File: src/rtl/gcd_app.sv
// Binary (Stein) GCD application behind a RAH-style queue pair: pulls one operand
// packet, iterates to the GCD, then pushes one result packet with its iteration count.
module gcd_app #(
  parameter int DATA_WIDTH = 48,
  parameter int OPW        = 24
) (
  input  logic                  clk,
  input  logic                  rstn,
  input  logic [DATA_WIDTH-1:0] datain,
  input  logic                  empty,
  output logic                  rden,
  output logic [DATA_WIDTH-1:0] dataout,
  output logic                  wren
);

  typedef enum logic [2:0] {
    IDLE,
    REQ,
    LOAD,
    CALC,
    OUT
  } state_e;

  state_e                state_q, state_d;
  logic [OPW-1:0]        a_q, a_d;
  logic [OPW-1:0]        b_q, b_d;
  logic [OPW-1:0]        a0_q, a0_d;
  logic [OPW-1:0]        b0_q, b0_d;
  logic [4:0]            k_q, k_d;
  logic [15:0]           count_q, count_d;
  logic                  rden_q, rden_d;
  logic                  wren_q, wren_d;
  logic [DATA_WIDTH-1:0] dataout_q, dataout_d;

  logic [OPW-1:0] a_in;
  logic [OPW-1:0] b_in;
  logic [OPW-1:0] a_minus_b;
  logic [OPW-1:0] b_minus_a;
  logic [OPW-1:0] gcd_shift;
  logic [15:0]    count_inc;

  assign a_in      = datain[DATA_WIDTH-1:OPW];
  assign b_in      = datain[OPW-1:0];
  assign a_minus_b = a_q - b_q;
  assign b_minus_a = b_q - a_q;
  assign gcd_shift = a_q << k_q;
  // The count field saturates rather than wrapping.
  assign count_inc = (count_q == 16'hFFFF) ? count_q : count_q + 16'd1;

  always_comb begin
    state_d   = state_q;
    a_d       = a_q;
    b_d       = b_q;
    a0_d      = a0_q;
    b0_d      = b0_q;
    k_d       = k_q;
    count_d   = count_q;
    rden_d    = 1'b0;
    wren_d    = 1'b0;
    dataout_d = dataout_q;

    case (state_q)
      IDLE: begin
        if (!empty) begin
          state_d = REQ;
          rden_d  = 1'b1;
        end
      end

      REQ: begin
        state_d = LOAD;
      end

      LOAD: begin
        a_d     = a_in;
        b_d     = b_in;
        a0_d    = a_in;
        b0_d    = b_in;
        k_d     = 5'd0;
        count_d = 16'd0;
        if ((a_in == '0) || (b_in == '0)) begin
          state_d   = OUT;
          wren_d    = 1'b1;
          dataout_d = {a_in | b_in, 16'd0, 7'd0, 1'b1};
        end else begin
          state_d = CALC;
        end
      end

      CALC: begin
        count_d = count_inc;
        if (a_q == b_q) begin
          state_d   = OUT;
          wren_d    = 1'b1;
          dataout_d = {gcd_shift, count_inc, 7'd0, 1'b0};
        end else if (!a_q[0] && !b_q[0]) begin
          a_d = a_q >> 1;
          b_d = b_q >> 1;
          k_d = k_q + 5'd1;
        end else if (!a_q[0]) begin
          a_d = a_q >> 1;
        end else if (!b_q[0]) begin
          b_d = b_q >> 1;
        end else if (a_q > b_q) begin
          // Both odd: the difference is even, so halving it keeps the step exact.
          a_d = a_minus_b >> 1;
        end else begin
          b_d = b_minus_a >> 1;
        end
      end

      OUT: begin
        state_d = IDLE;
      end

      default: begin
        state_d = IDLE;
      end
    endcase
  end

  always_ff @(posedge clk) begin
    if (!rstn) begin
      state_q   <= IDLE;
      a_q       <= '0;
      b_q       <= '0;
      a0_q      <= '0;
      b0_q      <= '0;
      k_q       <= 5'd0;
      count_q   <= 16'd0;
      rden_q    <= 1'b0;
      wren_q    <= 1'b0;
      dataout_q <= '0;
    end else begin
      state_q   <= state_d;
      a_q       <= a_d;
      b_q       <= b_d;
      a0_q      <= a0_d;
      b0_q      <= b0_d;
      k_q       <= k_d;
      count_q   <= count_d;
      rden_q    <= rden_d;
      wren_q    <= wren_d;
      dataout_q <= dataout_d;
    end
  end

  assign rden    = rden_q;
  assign wren    = wren_q;
  assign dataout = dataout_q;

endmodule

File: config.mk
export PLATFORM = sky130hd
export DESIGN_NAME = gcd_app
export DESIGN_NICKNAME = d
export VERILOG_FILES = /design/src/rtl/gcd_app.sv
export SDC_FILE = /design/constraint.sdc
export NUM_CORES = 1
export LEC_CHECK = 0
export ABC_AREA = 1
export CORE_MARGIN = 1.5
export CORE_UTILIZATION = 30
export CTS_BUF_LIST = sky130_fd_sc_hd__clkbuf_8
export DETAILED_ROUTE_END_ITERATION = 8
export PLACE_DENSITY_LB_ADDON = 0.05
export SETUP_SLACK_MARGIN = 0.05
export SLEW_MARGIN = 20
export SYNTH_ARGS = -nofsm -noshare
export SYNTH_HDL_FRONTEND = slang
export SYNTH_SLANG_ARGS = --single-unit
File: constraint.sdc
create_clock -name clk -period 2.86 [get_ports clk]
set_clock_uncertainty 0.15 [all_clocks]
set_input_delay 0.572 -clock clk [delete_from_list [all_inputs] [get_ports clk]]
set_output_delay 0.572 -clock clk [all_outputs]
set_load 0.02 [all_outputs]
==> impl_table.tex, run 1 <==
\begin{tabular}{lr}
\hline
Metric & Value \\
\hline
\multicolumn{2}{l}{\textbf{CTS}} \\
\quad Clock Sink Count & between 100 and 150 \\
\quad Cell chosen for the clock root & sky130\_fd\_sc\_hd\_\_clkbuf\_8 \\
\quad Clock transition at path regs & roughly 0.090 ns \\
\quad Number of buffers created by CTS & 17 \\
\quad Number of H-tree levels & 4 \\
\quad Clock latency on the worst-skew pair & approximately 0.47 ns \\
\quad Maximum buffer depth of the clock tree & 2 \\
\quad TritonCTS clock tree & built \\
\multicolumn{2}{l}{\textbf{STA}} \\
\quad RSZ-0062 raised after global routing & true \\
\quad Final setup violating endpoints & 0 \\
\quad Share of the clock period used by the worst path after layout & 0.9485 \\
\quad Final-layout setup total negative slack & 0 ns \\
\quad Final worst path period need & 2.713 ns \\
\quad Number of max-slew violations in the final report & 0 \\
\quad Count of endpoints failing hold in the final timing report & 0 \\
\quad Max\_slew headroom & 0.5409 \\
\quad Maximum clock frequency & $\sim$370 MHz \\
\quad Actual slew at the worst max-slew pin & around 0.69 ns \\
\quad Smallest hold slack & between 0.3 and 0.4 ns \\
\multicolumn{2}{l}{\textbf{Placement}} \\
\quad Placed cell count & about 2.4k \\
\quad HPWL reported at the end of detailed placement & roughly 34000 um \\
\quad Count of input and output buffers & slightly above 90 \\
\quad RePlAce Congestion & $\sim$0.90 \\
\multicolumn{2}{l}{\textbf{Drt}} \\
\quad Drc violations & 0 \\
\quad WL/cell & 17.63 um \\
\quad Number of detailed-routing iterations run before antenna repair & 5 \\
\quad DRC marker count from the first detailed-route iteration & 850 \\
\quad Total via count in the routed design & around 12k \\
\quad Remaining antenna violation count after routing & 0 \\
\quad Avg Vias per Cell & 4.850 \\
\quad Total wire length & 43130 um \\
\multicolumn{2}{l}{\textbf{Die}} \\
\quad I/O pin count & between 100 and 150 \\
\quad Core region area & between 30000 and 40000 um2 \\
\quad Overall die area & roughly 36000 um2 \\
\quad Site Rows & 67 \\
\quad Die width & 188.6 um \\
\quad Overall die height & roughly 190 um \\
\quad Initial cell density of the core & 0.3068 \\
\multicolumn{2}{l}{\textbf{Worst setup path}} \\
\quad Reg-to-reg critical path endpoint & a\_q[14] \\
\quad Worst reg2reg path startpoint & a\_q[2] \\
\quad Crit path capture type & flop \\
\quad Sort of element at the start of the critical path & flop \\
\quad Arrival time of data at the critical path endpoint & just under 3 ns \\
\quad Required time at the endpoint of the critical path & between 3 and 4 ns \\
\quad Flop2flop setup slack & about 0.15 ns \\
\quad Start-to-end type of the worst setup path & reg -> reg \\
\quad Peak fanout along the critical path & 6 \\
\quad Reg2reg path depth & 14 \\
\multicolumn{2}{l}{\textbf{Yosys}} \\
\quad Yosys synthesis warning count & 0 \\
\quad Mean instance size in the synthesized netlist & 5.613 um2 \\
\quad Post-synth top area cell & sky130\_fd\_sc\_hd\_\_nand2\_1 \\
\quad Sequential fraction of the synthesis area & 0.2227 \\
\quad Syn Std Cell Area & between 10000 and 15000 um2 \\
\quad Synth Instances & between 1.5k and 2k \\
\quad Number of distinct library cells after synthesis & 41 \\
\quad Flip-flop and latch count after synthesis & around 120 \\
\quad Ranking of synthesized cells by area & sky130\_fd\_sc\_hd\_\_nand2\_1 (23\%), sky130\_fd\_sc\_hd\_\_dfxtp\_1 (22\%), sky130\_fd\_sc\_hd\_\_inv\_1 (9.0\%) \\
\quad Area fraction of the dominant cell type after synthesis & 0.2258 \\
\multicolumn{2}{l}{\textbf{Worst hold path}} \\
\quad Hold Path Depth & 2 \\
\quad Endpoint of the worst hold-timing path & count\_q[3] \\
\quad Hold Crit Start & count\_q[3] \\
\quad Worst min-delay path category & reg -> reg \\
\multicolumn{2}{l}{\textbf{Global routing}} \\
\quad Largest net degree at the start of global routing & 89 \\
\quad Global-route wire length before repair & about 65000 um \\
\quad Sum of overflow across all layers after global routing & 0 \\
\quad Initial antenna violation count & 0 \\
\quad Vias in the first global route & 11.38k \\
\quad Total Routing Usage GR & 0.2376 \\
\multicolumn{2}{l}{\textbf{Power and ir drop}} \\
\quad Psw & approximately 9.0 mW \\
\quad Overall Power & $\sim$16 mW \\
\quad Comb pwr share & 0.764 \\
\quad Seq pwr share & 0.137 \\
\quad Fraction of power consumed by the clock network & 0.098 \\
\quad Net switching share of the total power & 0.5819 \\
\quad PwrDens & 1205 nW/um2 \\
\quad Maximum ir drop on the vdd rail & $\sim$0.44 mV \\
\quad Power Internal & between 6 and 7 mW \\
\quad Leakage dissipation & around 6.2 nW \\
\multicolumn{2}{l}{\textbf{Final layout}} \\
\quad Area delta synth->final & 24.66\% \\
\quad Fraction of layout instances using a drive strength above 1 & 0.09505 \\
\quad Number of nets in the finished design & roughly 2.1k \\
\quad Fill cell total of the finished layout & 3830 \\
\quad \# diodes & 0 \\
\quad Layout Cells excl Fill & between 2k and 2.5k \\
\multicolumn{2}{l}{\textbf{Status}} \\
\quad Outcome & finished clean \\
\multicolumn{2}{l}{\textbf{Run}} \\
\quad Total of max-cap violations & 0 \\
\hline
\end{tabular}
[per-stage QoR]
| step | setup WS (ns) | area (um2) | util |
|---|---|---|---|
| detailed placement | -0.1051 | 12340 | 0.3660 |
| finish | 0.1473 | 12890 | 0.3825 |
| CTS | 0.09861 | 12700 | 0.3768 |
| global route | 0.008594 | 12890 | 0.3825 |
| global placement | -0.1286 | 12340 | 0.3660 |
| floorplan | 0.2182 | 10360 | - |
[metal layers]
| metal | track usage | routed length, um | part of all wire | vias up |
|---|---|---|---|---|
| met2 | 0.3795 | 19270 | 0.45 | 291 |
| li1 | - | - | - | 6110 |
| met4 | 0.06654 | 869 | 0.020 | 0 |
| met5 | 0 | 0 | 0 | - |
| met1 | 0.3368 | 21290 | 0.49 | 5423 |
| met3 | 0.02477 | 1701 | 0.039 | 43 |
[synthesized netlist by cell type, drive strengths merged]
master / number
conb: 1
a211oi: 2
mux2i: 6
o211ai: 10
o21ai: 165
xnor2: 10
xor2: 16
fa: 2
o21bai: 2
nor4: 5
nand3: 82
clkinv: 2
ha: 51
nand2: 630
buf: 41
or2: 9
dfxtp: 115
inv: 252
a21boi: 1
nand3b: 2
nor3: 20
o2bb2ai: 1
a21oi: 161
o311ai: 2
nor2: 180
nand4: 32
clkbuf: 42
[cells in the final DEF (no fill, tap or decap), drive strengths merged, types with 2 or more instances in the layout]
cell,synthesis,layout
nor2,180,180
nor3,20,20
a21oi,161,161
nand4,32,32
o21ai,165,165
xnor2,10,10
clkinv,2,3
nor4,5,5
or2,9,9
nand3,82,82
clkinvlp,0,2
conb,1,7
inv,252,264
dfxtp,115,115
xor2,16,16
clkdlybuf4s50,0,92
a211oi,2,2
mux2i,6,6
o21bai,2,2
o211ai,10,10
clkbuf,42,20
fa,2,2
nand2,630,630
o311ai,2,2
buf,41,107
nand3b,2,2
ha,51,51
[cell families (layout without fill, tap and decap cells)]
kind of cell    count (synthesis)  after routing  share of synthesized area
simple gates                  960            960                     0.3789
buf+inv                       337            488                     0.1319
mux                             6              6                   0.005809
compound gates                344            344                     0.1727
other cells                     1              7                  0.0003627
flops                         115            115                     0.2227
xor+xnor                       26             26                    0.02203
fa+ha+maj                      53             53                    0.06559
[power groups by stage]
stage                     Combinational (mW)  Clock (mW)  Sequential [mW]
after floorplan                         7.29           0             2.16
after CTS                               11.5        1.56             2.13
after global placement                  11.5           0             2.17
after global routing                    13.2        1.63             2.17
final                                   11.9        1.52             2.13
after detailed placement                11.4           0             2.17
[final cells by class]
type / instances / area [um2] / share of cell area
clock buffer: 17 / 234.0 / 0.01815
timing repair buffer: 202 / 1922 / 0.1491
tap: 448 / 560.5 / 0.04349
inverter: 254 / 953.4 / 0.07397
multi-input combinational: 1396 / 6787 / 0.5266
sequential: 115 / 2302 / 0.1786
clock inverter: 15 / 130.1 / 0.01010
[how the worst max path moves through the flow]
stage	startpoint	end	slack, ns	cells after the start
after global routing	a_q[4]	a_q[3]	0.009	14
final	a_q[2]	a_q[14]	0.15	14
after global placement	datain[34]	dataout[43]	-0.13	9
after detailed placement	datain[22]	dataout[43]	-0.11	11
after floorplan	a_q[0]	b_q[12]	0.22	17
after CTS	a_q[0]	a_q[3]	0.1	18
[critical path: stages (launching register included)]
cell                      delay, ns
sky130_fd_sc_hd__dfxtp_1       0.34
sky130_fd_sc_hd__inv_1         0.09
sky130_fd_sc_hd__ha_1          0.40
sky130_fd_sc_hd__nand2_1       0.13
sky130_fd_sc_hd__inv_1         0.18
sky130_fd_sc_hd__nand2_1       0.09
sky130_fd_sc_hd__nand2_2       0.16
sky130_fd_sc_hd__nand2_1       0.10
sky130_fd_sc_hd__nand2_1       0.21
sky130_fd_sc_hd__nand2_1       0.11
sky130_fd_sc_hd__nand3_1       0.09
sky130_fd_sc_hd__nand2_1       0.14
sky130_fd_sc_hd__o21ai_0       0.22
sky130_fd_sc_hd__nand2_1       0.09
sky130_fd_sc_hd__a21oi_1       0.14
[state kept, by name, indices dropped and copies added, names as in the netlist]
signal	flops
a_q	24
b_q	24
count_q	16
dataout	41
k_q	5
rden	1
state_q	3
wren	1
[repair_timing]
action | 4_1_cts | 5_1_grt
hold buffers | 0 | 0
setup buffers | 0 | 2
endpoints found under the setup margin | 0 | 86
gates resized for setup | 0 | 22
endpoints found under the hold margin | 0 | 0
Power figures use the tool's default switching activity.
==> inputs of run 2 (changes only) <==
--- a/config.mk
+++ b/config.mk
@@ -6,9 +6,9 @@
 export NUM_CORES = 1
 export LEC_CHECK = 0
 export ABC_AREA = 1
-export CORE_MARGIN = 1.5
 export CORE_UTILIZATION = 30
 export CTS_BUF_LIST = sky130_fd_sc_hd__clkbuf_8
+export CTS_CLUSTER_DIAMETER = 100
 export DETAILED_ROUTE_END_ITERATION = 8
 export PLACE_DENSITY_LB_ADDON = 0.05
 export SETUP_SLACK_MARGIN = 0.05
==> run 2 against run 1 <==
  * Global-route usage is 0.36 points higher
  * Die area is 1.1% lower
  * Critical path depth is 2 higher
  * Count of clock-buffer cells in the layout up 1
  * Non-clock buffer count rose by 3
  * Register-to-register slack improved by 0.099 ns
  * Hold slack about the same
  * Clock power fell by 3%
  * Combinational power is essentially flat
==> impl_table.tex, run 2 (synthesized netlist as in run 1, its figures left out) <==
\begin{tabular}{lr}
\hline
Metric & Value \\
\hline
\multicolumn{2}{l}{\textbf{Placement}} \\
\quad HPWL reported at the end of detailed placement & 34680 um (+0.52\%) \\
\quad Count of input and output buffers & 93 (unchanged) \\
\quad Pre-CTS WS & -0.03787 ns (+0.06724 ns) \\
\quad RePlAce Congestion & 0.9048 (+0.61\%) \\
\multicolumn{2}{l}{\textbf{CTS}} \\
\quad TritonCTS clock tree & built \\
\quad Maximum buffer depth of the clock tree & 2 (unchanged) \\
\quad Number of H-tree levels & 4 (unchanged) \\
\quad Number of buffers created by CTS & 17 (unchanged) \\
\quad CTS hold repair buffers & 0 (unchanged) \\
\quad Clock latency on the worst-skew pair & 0.47 ns (about the same) \\
\quad Clock Sink Count & 115 (unchanged) \\
\quad Clock transition at path regs & 0.08 ns (about the same) \\
\quad Cell chosen for the clock root & sky130\_fd\_sc\_hd\_\_clkbuf\_8 \\
\multicolumn{2}{l}{\textbf{Die}} \\
\quad Die width & 187.6 um (-0.53\%) \\
\quad Overall die area & 35210 um2 (-1.1\%) \\
\quad Overall die height & 187.6 um (-0.53\%) \\
\quad Initial cell density of the core & 0.3068 (unchanged) \\
\quad Site Rows & 67 (unchanged) \\
\quad I/O pin count & 101 (unchanged) \\
\quad Core region area & 33700 um2 (unchanged) \\
\multicolumn{2}{l}{\textbf{Drt}} \\
\quad Total via count in the routed design & 11.74k (-1.1\%) \\
\quad Number of detailed-routing iterations run before antenna repair & 5 (unchanged) \\
\quad WL/cell & 17.49 um (-0.79\%) \\
\quad Drc violations & 0 (unchanged) \\
\quad DRC marker count from the first detailed-route iteration & 801 (-5.8\%) \\
\quad Total wire length & 42850 um (-0.67\%) \\
\quad Remaining antenna violation count after routing & 0 (unchanged) \\
\quad Avg Vias per Cell & 4.791 (-1.2\%) \\
\multicolumn{2}{l}{\textbf{Worst setup path}} \\
\quad Kind of cell adding the most delay to the critical path & simple AND/OR/NAND/NOR gates \\
\quad Slowest stage cell on the critical path & sky130\_fd\_sc\_hd\_\_ha\_2 \\
\quad Critical path buffers and inverters & 5 (+3) \\
\quad Reg2reg path depth & 16 (+2) \\
\quad Arrival time of data at the critical path endpoint & 2.82 ns (-0.13 ns) \\
\quad CP startpoint & a\_q[2] \\
\quad Peak fanout along the critical path & 17 (+11) \\
\quad Required time at the endpoint of the critical path & 3.07 ns (-0.03 ns) \\
\quad Start-to-end type of the worst setup path & reg -> reg \\
\quad Sort of element at the start of the critical path & flop \\
\quad Worst reg2reg path startpoint & a\_q[2] \\
\quad Delay contributed by the slowest stage of the critical path & 0.38 ns (-0.02 ns) \\
\quad Top cell by count, worst path & sky130\_fd\_sc\_hd\_\_nand2\_1 \\
\quad Cells traversed along the worst timing path & inv\_1, ha\_2, nand2\_1, inv\_1, nand3\_1, nor2\_2, nand3\_1, nand2\_1, inv\_2, nand2\_1, inv\_1, nand2\_4, clkbuf\_16, nand2\_1, nand2\_1, a21oi\_1 \\
\quad Crit path capture type & flop \\
\quad Reg-to-reg critical path endpoint & b\_q[13] \\
\quad Flop2flop setup slack & 0.25 ns (+0.10 ns) \\
\multicolumn{2}{l}{\textbf{Worst hold path}} \\
\quad Worst min-delay path category & reg -> reg \\
\quad Hold Path Depth & 2 (unchanged) \\
\quad Endpoint of the worst hold-timing path & dataout[0] \\
\quad Hold Crit Start & dataout[0] \\
\multicolumn{2}{l}{\textbf{STA}} \\
\quad Count of endpoints failing hold in the final timing report & 0 (unchanged) \\
\quad Worst Slack Setup Final & 0.2468 ns (+0.09949 ns) \\
\quad Actual slew at the worst max-slew pin & 0.7645 ns (+0.07664 ns) \\
\quad Number of max-slew violations in the final report & 0 (unchanged) \\
\quad RSZ-0062 raised after global routing & false \\
\quad Max\_slew headroom & 0.4898 (-0.05115) \\
\quad Maximum clock frequency & 382.7 MHz (+3.8\%) \\
\quad Final-layout setup total negative slack & 0 ns (unchanged) \\
\quad Final setup violating endpoints & 0 (unchanged) \\
\quad Share of the clock period used by the worst path after layout & 0.9137 (-0.03479) \\
\quad Final worst path period need & 2.613 ns (-0.09949 ns) \\
\multicolumn{2}{l}{\textbf{Global routing}} \\
\quad Largest net degree at the start of global routing & 89 (unchanged) \\
\quad Global-route wire length before repair & 65420 um (about the same) \\
\quad Vias in the first global route & 11.40k (+0.11\%) \\
\quad Sum of overflow across all layers after global routing & 0 (unchanged) \\
\quad Initial antenna violation count & 0 (unchanged) \\
\quad Total Routing Usage GR & 0.2412 (+0.003595) \\
\multicolumn{2}{l}{\textbf{Status}} \\
\quad Outcome & finished clean \\
\multicolumn{2}{l}{\textbf{Final layout}} \\
\quad \# diodes & 0 (unchanged) \\
\quad Combined area of the multi-input logic cells & 6785 um2 (about the same) \\
\quad Utilization after layout & 0.3823 (about the same) \\
\quad Fraction of layout instances using a drive strength above 1 & 0.09690 (+0.001856) \\
\quad Largest register FFs & 41 (unchanged) \\
\quad Number of nets in the finished design & 2093 (+0.14\%) \\
\quad Fill cell total of the finished layout & 3831 (+0.026\%) \\
\quad Area delta synth->final & 24.63\% (about the same) \\
\quad Area occupied by registers & 2302 um2 (unchanged) \\
\quad Most used cells in the layout excluding fill and tap cells & sky130\_fd\_sc\_hd\_\_nand2\_1 (618), sky130\_fd\_sc\_hd\_\_inv\_1 (247), sky130\_fd\_sc\_hd\_\_nor2\_1 (170), sky130\_fd\_sc\_hd\_\_a21oi\_1 (157), sky130\_fd\_sc\_hd\_\_o21ai\_0 (153) \\
\quad Commonest non-fill, non-tap cell in the layout & sky130\_fd\_sc\_hd\_\_nand2\_1 \\
\multicolumn{2}{l}{\textbf{Power and ir drop}} \\
\quad PwrDens & 1204 nW/um2 (about the same) \\
\quad Comb pwr share & 0.767 (+0.003) \\
\quad Psw & 8.959 mW (-0.86\%) \\
\quad Seq pwr share & 0.137 (about the same) \\
\quad Power Internal & 6.555 mW (+0.97\%) \\
\quad Overall Power & 15.51 mW (about the same) \\
\quad Net switching share of the total power & 0.5775 (-0.004461) \\
\quad Maximum ir drop on the vdd rail & 0.4817 mV (+8.3\%) \\
\quad Leakage dissipation & 6.231 nW (-0.18\%) \\
\quad Fraction of power consumed by the clock network & 0.095 (-0.003) \\
\multicolumn{2}{l}{\textbf{Run}} \\
\quad Total of max-cap violations & 0 (unchanged) \\
\hline
\end{tabular}
[run 2: cell types whose count changed in the layout (fill, tap and decap cells not counted), moves of 2 or more]
cell                         delta
sky130_fd_sc_hd__buf_4          +4
sky130_fd_sc_hd__clkinv_4       +2
sky130_fd_sc_hd__clkinvlp_4     +2
sky130_fd_sc_hd__ha_1           -2
sky130_fd_sc_hd__inv_6          -2
sky130_fd_sc_hd__inv_8          -2
sky130_fd_sc_hd__nand2_2        +2
sky130_fd_sc_hd__nor3_1         +2
sky130_fd_sc_hd__nor3_2         -2
[run 2: timing repair]
item                       4_1_cts  5_1_grt
buffers inserted                 0        2
setup endpoints to repair        0       87
resized for setup                0       21
[run 2: layout make-up]
cell class	count	share of cell area
clock inverter	14	0.009128
tap	448	0.04350
clock buffer	18	0.01923
timing repair buffer	205	0.1489
sequential	115	0.1787
multi-input combinational	1396	0.5266
inverter	254	0.07399
[run 2: worst register-to-register path: stages (launching register included)]
cell and delay (ns):
sky130_fd_sc_hd__dfxtp_1 0.33, sky130_fd_sc_hd__inv_1 0.08, sky130_fd_sc_hd__ha_2 0.38, sky130_fd_sc_hd__nand2_1 0.13, sky130_fd_sc_hd__inv_1 0.17, sky130_fd_sc_hd__nand3_1 0.13, sky130_fd_sc_hd__nor2_2 0.15, sky130_fd_sc_hd__nand3_1 0.12
sky130_fd_sc_hd__nand2_1 0.13, sky130_fd_sc_hd__inv_2 0.07, sky130_fd_sc_hd__nand2_1 0.07, sky130_fd_sc_hd__inv_1 0.08, sky130_fd_sc_hd__nand2_4 0.15, sky130_fd_sc_hd__clkbuf_16 0.21, sky130_fd_sc_hd__nand2_1 0.06, sky130_fd_sc_hd__nand2_1 0.05
sky130_fd_sc_hd__a21oi_1 0.04
[run 2: worst max-delay path by stage]
stage                        endpoint  cells after the start
after CTS                 dataout[44]                     12
after floorplan               b_q[12]                     17
after global placement    dataout[36]                     11
final                         b_q[13]                     16
after global routing           b_q[8]                     15
after detailed placement  dataout[36]                     11
[run 2: power groups by stage]
stage                     clock network (mW)  logic [mW]  registers (mW)
final                                   1.48        11.9            2.13
after global routing                    1.59        13.3            2.18
after CTS                               1.52        11.6            2.13
after detailed placement                   0        11.5            2.17
after global placement                     0        11.5            2.16
after floorplan                            0        7.29            2.16
[run 2: per-layer routing]
metal | GRT usage | routed length (um) | up-vias
met5 | 0 | 0 | -
met4 | 0.07849 | 1105 | 0
met3 | 0.02452 | 1314 | 49
met2 | 0.3792 | 18830 | 234
met1 | 0.3423 | 21600 | 5355
li1 | - | - | 6101
[run 2: through the flow]
step                      hold slack [ns]  std cells  cell area, um2
after floorplan                    0.2976       1848           10360
after global placement             0.3272       2414           12370
after detailed placement           0.3158       2414           12370
after CTS                          0.3371       2446           12730
after global routing               0.3790       2450           12880
final                              0.3423       2450           12880
==> inputs of run 3 (changes only) <==
--- a/config.mk
+++ b/config.mk
@@ -6,6 +6,8 @@
 export NUM_CORES = 1
 export LEC_CHECK = 0
 export ABC_AREA = 1
+export CAP_MARGIN = 20
+export CORE_MARGIN = 5
 export CORE_UTILIZATION = 30
 export CTS_BUF_LIST = sky130_fd_sc_hd__clkbuf_8
 export CTS_CLUSTER_DIAMETER = 100
==> run 3 against run 2 <==
  * Worst setup slack got worse by 0.065 ns
  * Cell area is 0.63% lower
  * Register-to-register slack got worse by 0.04 ns
  * Fmax is 2.4% lower
  * First-iteration DRC count increased by 12%
  * Critical path type is now in -> reg
  * Largest cell class unchanged
==> impl_table.tex, run 3 (synthesized netlist as in run 1, its figures left out) <==
\begin{tabular}{lr}
\hline
Metric & Value \\
\hline
\multicolumn{2}{l}{\textbf{Drt}} \\
\quad WL/cell & 17.52 um (+0.16\%) \\
\quad DRC marker count from the first detailed-route iteration & 901 (+12\%) \\
\quad Avg Vias per Cell & 4.851 (+1.2\%) \\
\quad Total via count in the routed design & 11.85k (+0.91\%) \\
\quad Drc violations & 0 (unchanged) \\
\quad Remaining antenna violation count after routing & 0 (unchanged) \\
\quad Number of detailed-routing iterations run before antenna repair & 5 (unchanged) \\
\quad Total wire length & 42770 um (-0.17\%) \\
\multicolumn{2}{l}{\textbf{STA}} \\
\quad Final-layout setup total negative slack & 0 ns (unchanged) \\
\quad Number of max-slew violations in the final report & 0 (unchanged) \\
\quad Actual slew at the worst max-slew pin & 0.7922 ns (+0.02766 ns) \\
\quad Final worst path period need & 2.678 ns (+0.06461 ns) \\
\quad Worst Slack Setup Final & 0.1822 ns (-0.06461 ns) \\
\quad Maximum clock frequency & 373.4 MHz (-2.4\%) \\
\quad RSZ-0062 raised after global routing & false \\
\quad Count of endpoints failing hold in the final timing report & 0 (unchanged) \\
\quad Share of the clock period used by the worst path after layout & 0.9363 (+0.02259) \\
\quad Max\_slew headroom & 0.4713 (-0.01846) \\
\quad Final setup violating endpoints & 0 (unchanged) \\
\multicolumn{2}{l}{\textbf{Worst setup path}} \\
\quad Peak fanout along the critical path & 4 (-13) \\
\quad Arrival time of data at the critical path endpoint & 2.89 ns (+0.07 ns) \\
\quad Top cell by count, worst path & sky130\_fd\_sc\_hd\_\_nand3\_1 \\
\quad Required time at the endpoint of the critical path & 3.07 ns (about the same) \\
\quad Delay contributed by the slowest stage of the critical path & 0.49 ns (+0.11 ns) \\
\quad Slowest stage cell on the critical path & sky130\_fd\_sc\_hd\_\_clkdlybuf4s50\_1 \\
\quad Start-to-end type of the worst setup path & in -> reg \\
\quad Kind of cell adding the most delay to the critical path & simple AND/OR/NAND/NOR gates \\
\quad Cells traversed along the worst timing path & clkdlybuf4s50\_1, inv\_1, nand2\_1, nor4\_1, nand4\_1, nand3\_1, nand3\_1, buf\_4, nor3\_1, nor2\_1 \\
\quad Levels on crit path & 10 (-6) \\
\quad Crit path capture type & flop \\
\quad Critical path buffers and inverters & 3 (-2) \\
\quad Sort of element at the start of the critical path & input pin \\
\quad Reg2reg path depth & 16 (unchanged) \\
\multicolumn{2}{l}{\textbf{Die}} \\
\quad Overall die height & 195.6 um (+4.3\%) \\
\quad Die width & 195.6 um (+4.3\%) \\
\quad Overall die area & 38280 um2 (+8.7\%) \\
\quad Initial cell density of the core & 0.3015 (-0.005262) \\
\quad Site Rows & 68 (+1.5\%) \\
\quad I/O pin count & 101 (unchanged) \\
\quad Core region area & 34290 um2 (+1.7\%) \\
\multicolumn{2}{l}{\textbf{Final layout}} \\
\quad \# diodes & 0 (unchanged) \\
\quad Number of nets in the finished design & 2078 (-0.72\%) \\
\quad Utilization after layout & 0.3734 (-0.008929) \\
\quad Commonest non-fill, non-tap cell in the layout & sky130\_fd\_sc\_hd\_\_nand2\_1 \\
\quad Most used cells in the layout excluding fill and tap cells & sky130\_fd\_sc\_hd\_\_nand2\_1 (615), sky130\_fd\_sc\_hd\_\_inv\_1 (245), sky130\_fd\_sc\_hd\_\_nor2\_1 (168), sky130\_fd\_sc\_hd\_\_a21oi\_1 (156), sky130\_fd\_sc\_hd\_\_o21ai\_0 (153) \\
\quad Fraction of layout instances using a drive strength above 1 & 0.09461 (-0.002288) \\
\quad Area delta synth->final & 23.84\% \\
\quad Largest register FFs & 41 (unchanged) \\
\quad Final Instance Area & 12800 um2 (-0.63\%) \\
\multicolumn{2}{l}{\textbf{CTS}} \\
\quad Number of buffers created by CTS & 17 (unchanged) \\
\quad CTS hold repair buffers & 0 (unchanged) \\
\quad Clock Sink Count & 115 (unchanged) \\
\quad Clock latency on the worst-skew pair & 0.47 ns (about the same) \\
\quad Number of H-tree levels & 4 (unchanged) \\
\quad TritonCTS clock tree & built \\
\quad Setup repair bufs after CTS & 0 (unchanged) \\
\quad Maximum buffer depth of the clock tree & 2 (unchanged) \\
\quad Cell chosen for the clock root & sky130\_fd\_sc\_hd\_\_clkbuf\_8 \\
\quad Clock transition at path regs & 0.09 ns (about the same) \\
\multicolumn{2}{l}{\textbf{Global routing}} \\
\quad Sum of overflow across all layers after global routing & 0 (unchanged) \\
\quad Total Routing Usage GR & 0.2211 (-0.02010) \\
\quad Global-route wire length before repair & 66500 um (+1.7\%) \\
\quad Vias in the first global route & 11.75k (+3.1\%) \\
\quad Initial antenna violation count & 0 (unchanged) \\
\quad Largest net degree at the start of global routing & 71 (-20\%) \\
\multicolumn{2}{l}{\textbf{Power and ir drop}} \\
\quad Comb pwr share & 0.758 (-0.009) \\
\quad Seq pwr share & 0.138 (about the same) \\
\quad Power Internal & 6.478 mW (-1.2\%) \\
\quad Fraction of power consumed by the clock network & 0.104 (+0.009) \\
\quad PwrDens & 1202 nW/um2 (-0.19\%) \\
\quad Psw & 8.908 mW (-0.57\%) \\
\quad Leakage dissipation & 6.157 nW (-1.2\%) \\
\quad Maximum ir drop on the vdd rail & 0.3706 mV (-23\%) \\
\quad Overall Power & 15.39 mW (-0.82\%) \\
\quad Net switching share of the total power & 0.5790 (+0.001492) \\
\multicolumn{2}{l}{\textbf{Run}} \\
\quad Total of max-cap violations & 0 (unchanged) \\
\multicolumn{2}{l}{\textbf{Status}} \\
\quad Outcome & finished clean \\
\multicolumn{2}{l}{\textbf{Placement}} \\
\quad Placed inst area & 12290 um2 (-0.60\%) \\
\quad Pre-CTS WS & -0.2831 ns (-0.2453 ns) \\
\quad HPWL reported at the end of detailed placement & 34900 um (+0.63\%) \\
\quad Count of input and output buffers & 93 (unchanged) \\
\quad RePlAce Congestion & 0.8981 (-0.74\%) \\
\multicolumn{2}{l}{\textbf{Worst hold path}} \\
\quad Worst min-delay path category & reg -> reg \\
\quad Hold Path Depth & 2 (unchanged) \\
\hline
\end{tabular}
## run 3: cell count changes in the layout (fill, tap and decap cells not counted), sizes merged
cell	delta
clkinvlp	-2
buf	-13
clkinv	-2
inv	+4
clkbuf	-3
bufinv	+1
## run 3: cell type report
type	count	area, um2
Clock inverter	15	157.7
Tap cell	455	569.3
Fill cell	3868	21480
Multi-Input combinational cell	1396	6817
Timing Repair Buffer	190	1770
Inverter	254	953.4
Clock buffer	17	234.0
Sequential cell	115	2302
## run 3: tightest hold or removal path, delay by kind of cell (launching register included)
kind | cells | cell delay (ns)
DFF | 1 | 0.33
and+or+nand+nor | 1 | 0.06
AOI/OAI and AO/OA | 1 | 0.05
## run 3: path summary, 6_finish.rpt
path                                  from     endpoint  slack (ns)
worst max register to register      a_q[0]       b_q[7]        0.21
worst max-delay path            datain[47]  dataout[43]        0.18
worst min register to register  dataout[0]   dataout[0]        0.33
worst min-delay path            dataout[0]   dataout[0]        0.33
## run 3: routing by layer
metal	vias to the layer above	share of wire	global-route usage	routed length, um
li1	6085	-	-	-
met3	48	0.042	0.02743	1795
met4	0	0.024	0.06051	1018
met2	260	0.45	0.3571	19080
met1	5453	0.49	0.3109	20880
met5	-	0	0	0
## run 3: stage by stage
step	std cells	hold WS (ns)
global route	2442	0.3497
floorplan	1848	0.2976
global placement	2410	0.3193
finish	2442	0.3331
CTS	2442	0.3403
detailed placement	2410	0.3196
## run 3: repair_timing
| action | 4_1_cts | 5_1_grt |
|---|---|---|
| resized for setup | 0 | 31 |
| endpoints found under the setup margin | 0 | 89 |
| endpoints found under the hold margin | 0 | 0 |
## run 3: power groups by stage
stage / Sequential, mW / Combinational, mW / Clock [mW]
global route: 2.17 / 13.1 / 1.71
floorplan: 2.16 / 7.29 / 0
finish: 2.12 / 11.7 / 1.60
detailed placement: 2.15 / 11.3 / 0
CTS: 2.12 / 11.4 / 1.64
global placement: 2.15 / 11.3 / 0
